[src/rtl/ss_serializer.sv]
// ss_serializer
//   Parallel-to-serial code sender. A WIDTH-bit code word is accepted through
//   a valid/ready handshake and shifted out MSB-first on `out`, each bit held
//   for DIV clocks. Between frames `out` sits at IDLE_BIT.
//
// Parameters
//   WIDTH    code word length in bits (2..16)
//   DIV      clocks each bit is held on `out` (1..255)
//   IDLE_BIT level driven on `out` when no frame is active
//
// Ports
//   clock       rising-edge clock
//   reset       asynchronous active-low reset
//   load_data   code word, sampled only on an accepted handshake
//   load_valid  requester offers load_data
//   load_ready  block can accept a word (state == IDLE)
//   out         serial bit stream (registered)
//   busy        frame being shifted (state == SHIFT)
//   bit_strobe  one-cycle pulse on the first cycle each new bit is on `out`
//   done        one-cycle pulse in the first IDLE cycle after a frame
module ss_serializer #(
  parameter int   WIDTH    = 4,
  parameter int   DIV      = 1,
  parameter logic IDLE_BIT = 1'b1
) (
  input  logic             clock,
  input  logic             reset,
  input  logic [WIDTH-1:0] load_data,
  input  logic             load_valid,
  output logic             load_ready,
  output logic             out,
  output logic             busy,
  output logic             bit_strobe,
  output logic             done
);

  localparam int CW = (WIDTH > 1) ? $clog2(WIDTH) : 1;
  localparam int DW = ($clog2(DIV + 1) > 0) ? $clog2(DIV + 1) : 1;
  localparam logic [CW-1:0] LAST_BIT   = CW'(WIDTH - 1);
  localparam logic [DW-1:0] DIV_RELOAD = DW'(DIV - 1);

  typedef enum logic {
    IDLE,
    SHIFT
  } state_t;

  state_t           state, state_next;
  logic [WIDTH-1:0] sr, sr_next;
  logic [CW-1:0]    bit_cnt, bit_cnt_next;
  logic [DW-1:0]    div_cnt, div_cnt_next;
  logic             out_next;
  logic             bit_strobe_next;
  logic             done_next;

  // State and datapath registers; reset clears everything asynchronously so
  // an aborted frame leaves `out` at the idle level without waiting for a clock.
  always_ff @(posedge clock or negedge reset) begin
    if (!reset) begin
      state      <= IDLE;
      sr         <= '0;
      bit_cnt    <= '0;
      div_cnt    <= '0;
      out        <= IDLE_BIT;
      bit_strobe <= 1'b0;
      done       <= 1'b0;
    end else begin
      state      <= state_next;
      sr         <= sr_next;
      bit_cnt    <= bit_cnt_next;
      div_cnt    <= div_cnt_next;
      out        <= out_next;
      bit_strobe <= bit_strobe_next;
      done       <= done_next;
    end
  end

  always_comb begin
    state_next      = state;
    sr_next         = sr;
    bit_cnt_next    = bit_cnt;
    div_cnt_next    = div_cnt;
    out_next        = out;
    bit_strobe_next = 1'b0;
    done_next       = 1'b0;

    unique case (state)
      IDLE: begin
        out_next = IDLE_BIT;
        if (load_valid) begin
          // The MSB goes straight to `out`; sr keeps the remaining bits
          // left-aligned so sr[WIDTH-1] is always the next bit to send.
          sr_next         = {load_data[WIDTH-2:0], 1'b0};
          out_next        = load_data[WIDTH-1];
          bit_cnt_next    = LAST_BIT;
          div_cnt_next    = DIV_RELOAD;
          bit_strobe_next = 1'b1;
          state_next      = SHIFT;
        end
      end

      SHIFT: begin
        if (div_cnt != '0) begin
          div_cnt_next = div_cnt - 1'b1;
        end else if (bit_cnt != '0) begin
          out_next        = sr[WIDTH-1];
          sr_next         = {sr[WIDTH-2:0], 1'b0};
          bit_cnt_next    = bit_cnt - 1'b1;
          div_cnt_next    = DIV_RELOAD;
          bit_strobe_next = 1'b1;
        end else begin
          // Last bit has been held for its full DIV clocks.
          out_next   = IDLE_BIT;
          done_next  = 1'b1;
          state_next = IDLE;
        end
      end

      default: begin
        state_next = IDLE;
        out_next   = IDLE_BIT;
      end
    endcase
  end

  assign load_ready = (state == IDLE);
  assign busy       = (state == SHIFT);

endmodule

[config.mk]
export PLATFORM = sky130hd
export DESIGN_NAME = ss_serializer
export DESIGN_NICKNAME = d
export VERILOG_FILES = /design/src/rtl/ss_serializer.sv
export SDC_FILE = /design/constraint.sdc
export NUM_CORES = 1
export LEC_CHECK = 0
export BUFFER_PORTS_ARGS = -buffer_cell sky130_fd_sc_hd__buf_2
export CAP_MARGIN = 20
export CELL_PAD_IN_SITES_DETAIL_PLACEMENT = 0
export CELL_PAD_IN_SITES_GLOBAL_PLACEMENT = 2
export CORE_AREA = 2 2 39 41
export CTS_BUF_LIST = sky130_fd_sc_hd__clkbuf_4 sky130_fd_sc_hd__clkbuf_8
export CTS_CLUSTER_SIZE = 40
export DETAILED_ROUTE_END_ITERATION = 8
export DIE_AREA = 0 0 41 43
export HOLD_SLACK_MARGIN = 0.03
export PLACE_DENSITY_LB_ADDON = 0.1
export SKIP_CTS_REPAIR_TIMING = 1
export SLEW_MARGIN = 20
export SYNTH_ARGS = -nofsm -noshare
export SYNTH_HDL_FRONTEND = slang
export SYNTH_SLANG_ARGS = --single-unit
export TNS_END_PERCENT = 30
[constraint.sdc]
create_clock -name clock -period 3.29 [get_ports clock]
set_input_delay 0.658 -clock clock [delete_from_list [all_inputs] [get_ports clock]]
set_output_delay 0.658 -clock clock [all_outputs]
set_load 0.02 [all_outputs]
* Word-level counts from Yosys, hierarchy flattened
Cells that the tools add are included.
Widths: inputs -> output; s select.
** Storage, ports and cells
- Bits in registers :: 11
- Output and inout port bits :: 5
- Logic and storage cells :: 39
** Operators by class
- Reductions and logical operators :: 2
- Equality and inequality tests :: 3
- Muxes and demuxes :: 24
- Bitwise logic cells :: 1
- Add/sub/neg operators :: 2
** Operators by type and width (number)
- $mux 1 :: 12
- $mux 4 :: 3
- $pmux 1 s2 :: 4
- $pmux 4 s2 :: 1
- $mux 2 :: 3
- $ne 2x2->1 const B :: 2
- $pmux 2 s2 :: 1
- $reduce_and 3->1 :: 1
- $ne 2x1->1 const B :: 1
- $reduce_bool 2->1 :: 1
- $sub 2x1->2 const B :: 1
- $not 1->1 :: 1
- $sub 1x1->1 const B :: 1

* Longest topological paths before layout
Gate-level depths: netlist (run 1).
- Depth after elaboration :: 4
- Gate-level depth with buffers :: 6
- Gate-level depth less buffers :: 5

* Worst setup path before layout (run 1)
Ideal clock, no wire load.
- Path kind :: register -> output
- Start :: register, netlist name bit_strobe
- End :: output load_ready
- Slack :: 1.879 ns
- Cell stages (with the launch flop) :: 3
- Data arrival time :: 0.753 ns
- Path buffers :: 1
- Path through :: dfrtp_1 -> buf_4 -> inv_2
** RTL lines
- end: declaration :: RTL line 30 : output logic load_ready,

==> out/summary.json, run 1 <==
{
  "required": {"value": 2630, "unit": "ps"},
  "area_growth_syn_to_layout": {"value": 20.2, "unit": "%"},
  "via_per_inst": {"value": 4.67},
  "die_footprint": {"value": 1760, "unit": "um^2"},
  "intPower": {"value": 0.285, "unit": "mW"},
  "via_count_of_the_first_global_routing_pass": {"value": 257},
  "cpLargestDelayFamily": {"value": "flip-flops"},
  "report.final.hold_viol_count": {"value": 0},
  "slowest_stage_delay_on_critical_path": {"value": 590, "unit": "ps"},
  "synth_largest_area_cell": {"value": "dfrtp_1"},
  "yosysMostFrequentCell": {"value": "dfrtp_1"},
  "number_of_buffers_created_by_cts": {"value": 3},
  "critical_path.cell_chain": {"value": "inv_2 -> buf_2"},
  "portBuffers": {"value": 11},
  "globalRouteTotalUtil": {"value": 0.107},
  "clock-root-buffer": {"value": "clkbuf_4"},
  "ys_seq_area_frac": {"value": 0.516},
  "detail_route.drc_violations": {"value": 0},
  "synth_cell_type_count": {"value": 19},
  "path_clk_slew": {"value": 60, "unit": "ps"},
  "share_of_total_power_in_combinational_logic": {"value": 0.406},
  "totalWireLength": {"value": 748, "unit": "um"},
  "vias": {"value": 299},
  "area_of_the_core": {"value": 1380, "unit": "um^2"},
  "postSynthAreaPerCell": {"value": 10.8, "unit": "um^2"},
  "max_transition_viols_final": {"value": 0},
  "switching_share": {"value": 0.379},
  "floorplan.rows": {"value": 14},
  "postRouteAntennaNets": {"value": 0},
  "synth-edff-count": {"value": 0},
  "powerDensity": {"value": 978, "unit": "nW/um^2"},
  "synth-warning-count": {"value": 0},
  "clock_skew": {"value": 5.57, "unit": "ps"},
  "synth_top_cells_by_count": {"value": "dfrtp_1, a21oi_1, inv_1, mux2i_1"},
  "finalSetupViolations": {"value": 0},
  "tightest_slew": {"value": 413, "unit": "ps"},
  "worst_skew_pair.late_latency": {"value": 250, "unit": "ps"},
  "critical_path.endpoint_type": {"value": "primary output"},
  "critical_path.max_fanout": {"value": 13},
  "syn_nets": {"value": 44},
  "layout.core_utilization": {"value": 0.339},
  "synthTopCellsByArea": {"value": "dfrtp_1, mux2i_1, dfstp_2"},
  "gp_routability_congestion": {"value": 0.643},
  "grt_overflow": {"value": 0},
  "post_route_cells_drive_above_1_share": {"value": 0.396},
  "irDropWorstVdd": {"value": 0.313, "unit": "mV"},
  "power.share.sequential": {"value": 0.399},
  "power_frac_clock": {"value": 0.194},
  "layout.nets": {"value": 57},
  "cp-start-kind": {"value": "flip-flop"},
  "cts.path.max_buffers": {"value": 2},
  "die_height": {"value": 43, "unit": "um"},
  "dp.final_hpwl": {"value": 562, "unit": "um"},
  "initial_core_util": {"value": 0.282},
  "grt_setup_unrepaired": {"value": "no"},
  "number_of_antenna_violations_at_the_first_check_in_global_routing": {"value": 0},
  "drt_first_iter_violations": {"value": 5},
  "max-slew-margin-rel": {"value": 0.724},
  "share_of_the_synthesized_area_in_the_top_cell_type": {"value": 0.449},
  "num_io_pins": {"value": 12},
  "grt_start_max_net_pins": {"value": 14},
  "cp_slowest_cell": {"value": "dfrtp_1"},
  "antennaDiodeCount": {"value": 0},
  "classification_of_the_worst_slack_hold_path": {"value": "input pin to async pin"},
  "min_period_over_period": {"value": 0.534},
  "total_leakage_power": {"value": 0.229, "unit": "nW"},
  "power": {"value": 0.459, "unit": "mW"},
  "clock_tree_from_tritoncts": {"value": "done"},
  "grt_first_pass_wirelength": {"value": 1170, "unit": "um"},
  "clock-sinks": {"value": 8},
  "worst_ep_arrival_time": {"value": 1100, "unit": "ps"},
  "asyncSetResetFlopFracSynth": {"value": 1.00},
  "outcome": {"value": "completed"},
  "detail_route.wl_per_cell": {"value": 11.7, "unit": "um"},
  "post_synth_inst_count": {"value": 36},
  "fmaxAchievable": {"value": 569, "unit": "MHz"},
  "synth_top_flop_cell": {"value": "dfrtp_1"},
  "reg_to_reg_slack_setup": {"value": 1980, "unit": "ps"},
  "p_sw": {"value": 0.174, "unit": "mW"},
  "crit_buf_inv": {"value": 2},
  "drv.max_cap_violation_count": {"value": 0},
  "final_period_minus_worst_setup_slack": {"value": 1760, "unit": "ps"},
  "die_width": {"value": 41, "unit": "um"},
  "detailedRoute.firstPassIterationCount": {"value": 2},
  "critical_path_class": {"value": "flip-flop to primary output"},
  "ys_seq_elements": {"value": 8},
  "cts-htree-levels": {"value": 1},
  "synthesis.area": {"value": 390, "unit": "um^2"},
  "setup-tns-final": {"value": 0, "unit": "ps"}
}
-- sequential cells by signal, indices dropped and copies added, names as in the netlist --
name	flops
bit_strobe	1
out	1
done	1
sr	3
bit_cnt	2
-- placed cells by master (no fill, tap or decap), types with 2 or more instances in the layout --
master and n:
buf_2 11, o21ai_0 2, mux2i_1 3, nor2b_1 2, a21oi_1 3, nor2_1 2, clkbuf_4 4, inv_1 3
a211oi_1 2, dfrtp_1 7
-- power by group through the flow --
stage / combinational (mW) / sequential, mW / clock [mW]
5_1_grt: 0.206 / 0.190 / 0.101
3_3_place_gp: 0.183 / 0.182 / 0
2_1_floorplan: 0.151 / 0.188 / 0
3_5_place_dp: 0.189 / 0.185 / 0
6_report: 0.186 / 0.183 / 0.0891
4_1_cts: 0.189 / 0.183 / 0.0948
-- per-layer routing --
metal | GRT usage | up-vias | part of all wire
li1 | - | 147 | -
met1 | 0.152 | 140 | 0.49
met2 | 0.122 | 10 | 0.44
met3 | 0.0471 | 2 | 0.060
met4 | 0.0800 | 0 | 0.011
met5 | 0 | - | 0
-- cells by family after synthesis --
| kind of cell | share of synthesized area |
|---|---|
| AOI/OAI and AO/OA | 0.147 |
| DFF | 0.516 |
| buffers and inverters | 0.106 |
| and+or+nand+nor | 0.122 |
| muxes | 0.0769 |
| adders and majority gates | 0.0320 |
-- path summary, 6_finish.rpt --
path,start,to,cells past startpoint
max,bit_strobe,load_ready,2
min reg2reg,bit_cnt[0],bit_cnt[0],1
min in group clock,bit_cnt[0],bit_cnt[0],1
max in group asynchronous,reset,out,1
max reg2reg,bit_cnt[0],bit_cnt[1],5
min,reset,bit_cnt[0],1
-- metrics by stage --
step	cells	hold WS [ps]	setup slack [ps]	instance area, um^2
2_1_floorplan	36	362	1880	390
4_1_cts	64	230	1530	469
5_1_grt	64	235	1480	469
3_3_place_gp	60	469	1840	439
3_5_place_dp	60	471	1810	439
6_report	64	240	1530	469
-- layout make-up --
cell class                      instances  area [um^2]
Inverter                                4         15.0
Tap cell                               16         20.0
Multi-Input combinational cell         21          148
Fill cell                             138          915
Clock buffer                            4         30.0
Sequential cell                         8          201
Timing Repair Buffer                   11         55.1
Note: power is estimated with default switching activity, not from simulation.
==> inputs of run 2 (changes only) <==
--- a/config.mk
+++ b/config.mk
@@ -9,11 +9,10 @@
 export CAP_MARGIN = 20
 export CELL_PAD_IN_SITES_DETAIL_PLACEMENT = 0
 export CELL_PAD_IN_SITES_GLOBAL_PLACEMENT = 2
-export CORE_AREA = 2 2 39 41
+export CORE_UTILIZATION = 27
 export CTS_BUF_LIST = sky130_fd_sc_hd__clkbuf_4 sky130_fd_sc_hd__clkbuf_8
 export CTS_CLUSTER_SIZE = 40
 export DETAILED_ROUTE_END_ITERATION = 8
-export DIE_AREA = 0 0 41 43
 export HOLD_SLACK_MARGIN = 0.03
 export PLACE_DENSITY_LB_ADDON = 0.1
 export SKIP_CTS_REPAIR_TIMING = 1
==> constraint.sdc (replaced) <==
create_clock -name clock -period 1.4 [get_ports clock]
set_input_delay 0.28 -clock clock [delete_from_list [all_inputs] [get_ports clock]]
set_output_delay 0.28 -clock clock [all_outputs]
set_load 0.02 [all_outputs]
==> run 2 against run 1 <==
  * Setup slack worse by 1400 ps
  * Non-clock buffer count is 1 higher
  * Clock skew rose by 0.70 ps
  * Cell area increased by 2.7%
  * Core utilization is 2.7 points higher
  * Combinational power rose by 140%
  * Final cell count did not move
  * Sequential cell count stayed put
  * Routed wire length rose by 0.53%
  * Sequential power rose by 140%
  * Global-route usage rose by 3.3 points
  * Largest cell class unchanged
  * Highest routed layer unchanged
  * Clock power is 140% higher
==> out/summary.json, run 2 (synthesis results as in run 1) <==
{
  "layout.nets": {"value": 58, "change": "+1.8%"},
  "reg2reg_depth": {"value": 5, "change": "unchanged"},
  "initial_core_util": {"value": 0.296, "change": "+0.0142"},
  "dp.final_hpwl": {"value": 552, "unit": "um", "change": "-1.7%"},
  "detailedPlace.worstSlack": {"value": 85.1, "unit": "ps", "change": "-1730 ps"},
  "stdcell_area": {"value": 482, "unit": "um^2", "change": "+2.7%"},
  "grt_first_pass_wirelength": {"value": 1430, "unit": "um", "change": "+22%"},
  "finalNonFillerCells": {"value": 64, "change": "unchanged"},
  "via_count_of_the_first_global_routing_pass": {"value": 323, "change": "+26%"},
  "cts.path.max_buffers": {"value": 2, "change": "unchanged"},
  "worstSetupPathDepth": {"value": 2, "change": "unchanged"},
  "powerDensity": {"value": 2270, "unit": "nW/um^2", "change": "+130%"},
  "reg_to_reg_slack_setup": {"value": 160, "unit": "ps", "change": "-1820 ps"},
  "share_of_total_power_in_combinational_logic": {"value": 0.407, "change": "about the same"},
  "worst_ep_arrival_time": {"value": 1000, "unit": "ps", "change": "-100 ps"},
  "hold_ws": {"value": 293, "unit": "ps", "change": "+52.6 ps"},
  "path_clk_slew": {"value": 60, "unit": "ps", "change": "about the same"},
  "power": {"value": 1.09, "unit": "mW", "change": "+140%"},
  "drt_first_iter_violations": {"value": 3, "change": "-2"},
  "cpLargestDelayFamily": {"value": "flip-flops"},
  "hold_path_end": {"value": "out"},
  "critical_path.max_fanout": {"value": 13, "change": "unchanged"},
  "max_transition_viols_final": {"value": 0, "change": "unchanged"},
  "total_leakage_power": {"value": 0.231, "unit": "nW", "change": "+0.78%"},
  "grt_overflow": {"value": 0, "change": "unchanged"},
  "worst_skew_pair.late_latency": {"value": 250, "unit": "ps", "change": "about the same"},
  "report.final.hold_viol_count": {"value": 0, "change": "unchanged"},
  "intPower": {"value": 0.679, "unit": "mW", "change": "+140%"},
  "area_of_the_core": {"value": 1320, "unit": "um^2", "change": "-4.8%"},
  "setup-tns-final": {"value": 0, "unit": "ps", "change": "unchanged"},
  "grt_setup_unrepaired": {"value": "no"},
  "clock_skew": {"value": 6.27, "unit": "ps", "change": "+0.698 ps"},
  "portBuffers": {"value": 11, "change": "unchanged"},
  "number_of_antenna_violations_at_the_first_check_in_global_routing": {"value": 0, "change": "unchanged"},
  "critical_path.endpoint_type": {"value": "primary output"},
  "postRouteAntennaNets": {"value": 0, "change": "unchanged"},
  "classification_of_the_worst_slack_hold_path": {"value": "input pin to flip-flop"},
  "cts-htree-levels": {"value": 1, "change": "unchanged"},
  "layout.core_utilization": {"value": 0.366, "change": "+0.0266"},
  "drv.max_cap_violation_count": {"value": 0, "change": "unchanged"},
  "required": {"value": 1120, "unit": "ps", "change": "-1510 ps"},
  "biggestRegsByFlops": {"value": "sr (3), bit_cnt (2)"},
  "clock-sinks": {"value": 8, "change": "unchanged"},
  "cell_area_reported_after_detailed_placement": {"value": 438, "unit": "um^2", "change": "-0.28%"},
  "outcome": {"value": "completed"},
  "tightest_slew": {"value": 232, "unit": "ps", "change": "-181 ps"},
  "antennaDiodeCount": {"value": 0, "change": "unchanged"},
  "die_width": {"value": 40.0, "unit": "um", "change": "-2.4%"},
  "post_route_cells_drive_above_1_share": {"value": 0.429, "change": "+0.0327"},
  "hold_path_startpoint": {"value": "load_data[3]"},
  "die_footprint": {"value": 1600, "unit": "um^2", "change": "-9.1%"},
  "p_sw": {"value": 0.415, "unit": "mW", "change": "+140%"},
  "detail_route.wl_per_cell": {"value": 11.8, "unit": "um", "change": "+0.53%"},
  "critical_path.cell_chain": {"value": "inv_2 -> buf_2"},
  "worst_r2r_endpoint": {"value": "bit_cnt[1]"},
  "detailedRoute.firstPassIterationCount": {"value": 2, "change": "unchanged"},
  "cp-start-kind": {"value": "flip-flop"},
  "clock_tree_from_tritoncts": {"value": "done"},
  "final.setup.worst_slack": {"value": 117, "unit": "ps", "change": "-1410 ps"},
  "cp_slowest_cell": {"value": "dfrtp_2"},
  "gp_routability_congestion": {"value": 0.616, "change": "-4.3%"},
  "via_per_inst": {"value": 4.59, "change": "-1.7%"},
  "flip_flop_count_of_the_largest_register_after_layout": {"value": 3, "change": "unchanged"},
  "final_cell_mix": {"value": "buf_2, dfrtp_1, clkbuf_4"},
  "globalRouteTotalUtil": {"value": 0.141, "change": "+0.0334"},
  "detail_route.drc_violations": {"value": 0, "change": "unchanged"},
  "max-slew-margin-rel": {"value": 0.845, "change": "+0.121"},
  "power.share.sequential": {"value": 0.398, "change": "about the same"},
  "irDropWorstVdd": {"value": 0.586, "unit": "mV", "change": "+87%"},
  "num_io_pins": {"value": 12, "change": "unchanged"},
  "critical_path_class": {"value": "flip-flop to primary output"},
  "filler_cell_count": {"value": 144, "change": "+4.3%"},
  "finalSetupViolations": {"value": 0, "change": "unchanged"},
  "crit_buf_inv": {"value": 2, "change": "unchanged"},
  "switching_share": {"value": 0.379, "change": "about the same"},
  "floorplan.rows": {"value": 13, "change": "-1"},
  "vias": {"value": 294, "change": "-1.7%"},
  "number_of_buffers_created_by_cts": {"value": 3, "change": "unchanged"},
  "power_frac_clock": {"value": 0.195, "change": "about the same"},
  "slowest_stage_delay_on_critical_path": {"value": 490, "unit": "ps", "change": "-100 ps"},
  "timing.hold.worst_path_depth": {"value": 3},
  "max_flop_register": {"value": "sr"},
  "most_common_cell_after_layout_fill_and_taps_aside": {"value": "buf_2"},
  "totalWireLength": {"value": 752, "unit": "um", "change": "+0.53%"},
  "grt_start_max_net_pins": {"value": 14, "change": "unchanged"},
  "final_period_minus_worst_setup_slack": {"value": 1280, "unit": "ps"},
  "fmaxAchievable": {"value": 779, "unit": "MHz"},
  "area_growth_syn_to_layout": {"value": 23.4, "unit": "%"},
  "clock-root-buffer": {"value": "clkbuf_4"},
  "min_period_over_period": {"value": 0.916},
  "rr_startpoint": {"value": "bit_cnt[0]"},
  "place.detailed.instances": {"value": 59, "change": "-1.7%"},
  "die_height": {"value": 40.0, "unit": "um", "change": "-6.9%"}
}
## run 2: cell count changes in the layout (fill, tap and decap cells not counted), sizes merged
cell         delta
dlygate4sd3     +1
## run 2: how the worst max path moves through the flow
stage | startpoint | endpoint
after floorplan | bit_strobe | bit_cnt[1]
after global placement | bit_cnt[0] | bit_cnt[1]
after detailed placement | bit_cnt[0] | bit_cnt[1]
after CTS | bit_strobe | load_ready
after global routing | bit_strobe | load_ready
final | bit_strobe | load_ready
## run 2: routing by layer
layer	wire length (um)	GRT usage	vias up
met2	339	0.202	11
met3	41	0.0333	2
met4	4	0.103	0
li1	-	-	148
met1	367	0.182	133
met5	0	0	-
## run 2: power by group through the flow
stage               logic [mW]  clock network (mW)  registers [mW]
floorplan                0.354                   0           0.443
global placement         0.433                   0           0.430
detailed placement       0.442                   0           0.439
CTS                      0.444               0.220           0.434
global route             0.509               0.236           0.459
finish                   0.446               0.213           0.435
## run 2: tightest hold or removal path, cell delays in order
cell	delay, ps
buf_2	70
nor3b_1	40
a21oi_1	110
## run 2: final cells by class
type / count / area (um^2) / share of cell area
sequential: 8 / 203 / 0.421
multi-input combinational: 21 / 150 / 0.312
timing repair buffer: 12 / 65.1 / 0.135
clock buffer: 4 / 30.0 / 0.0623
tap: 15 / 18.8 / 0.0390
inverter: 4 / 15.0 / 0.0312
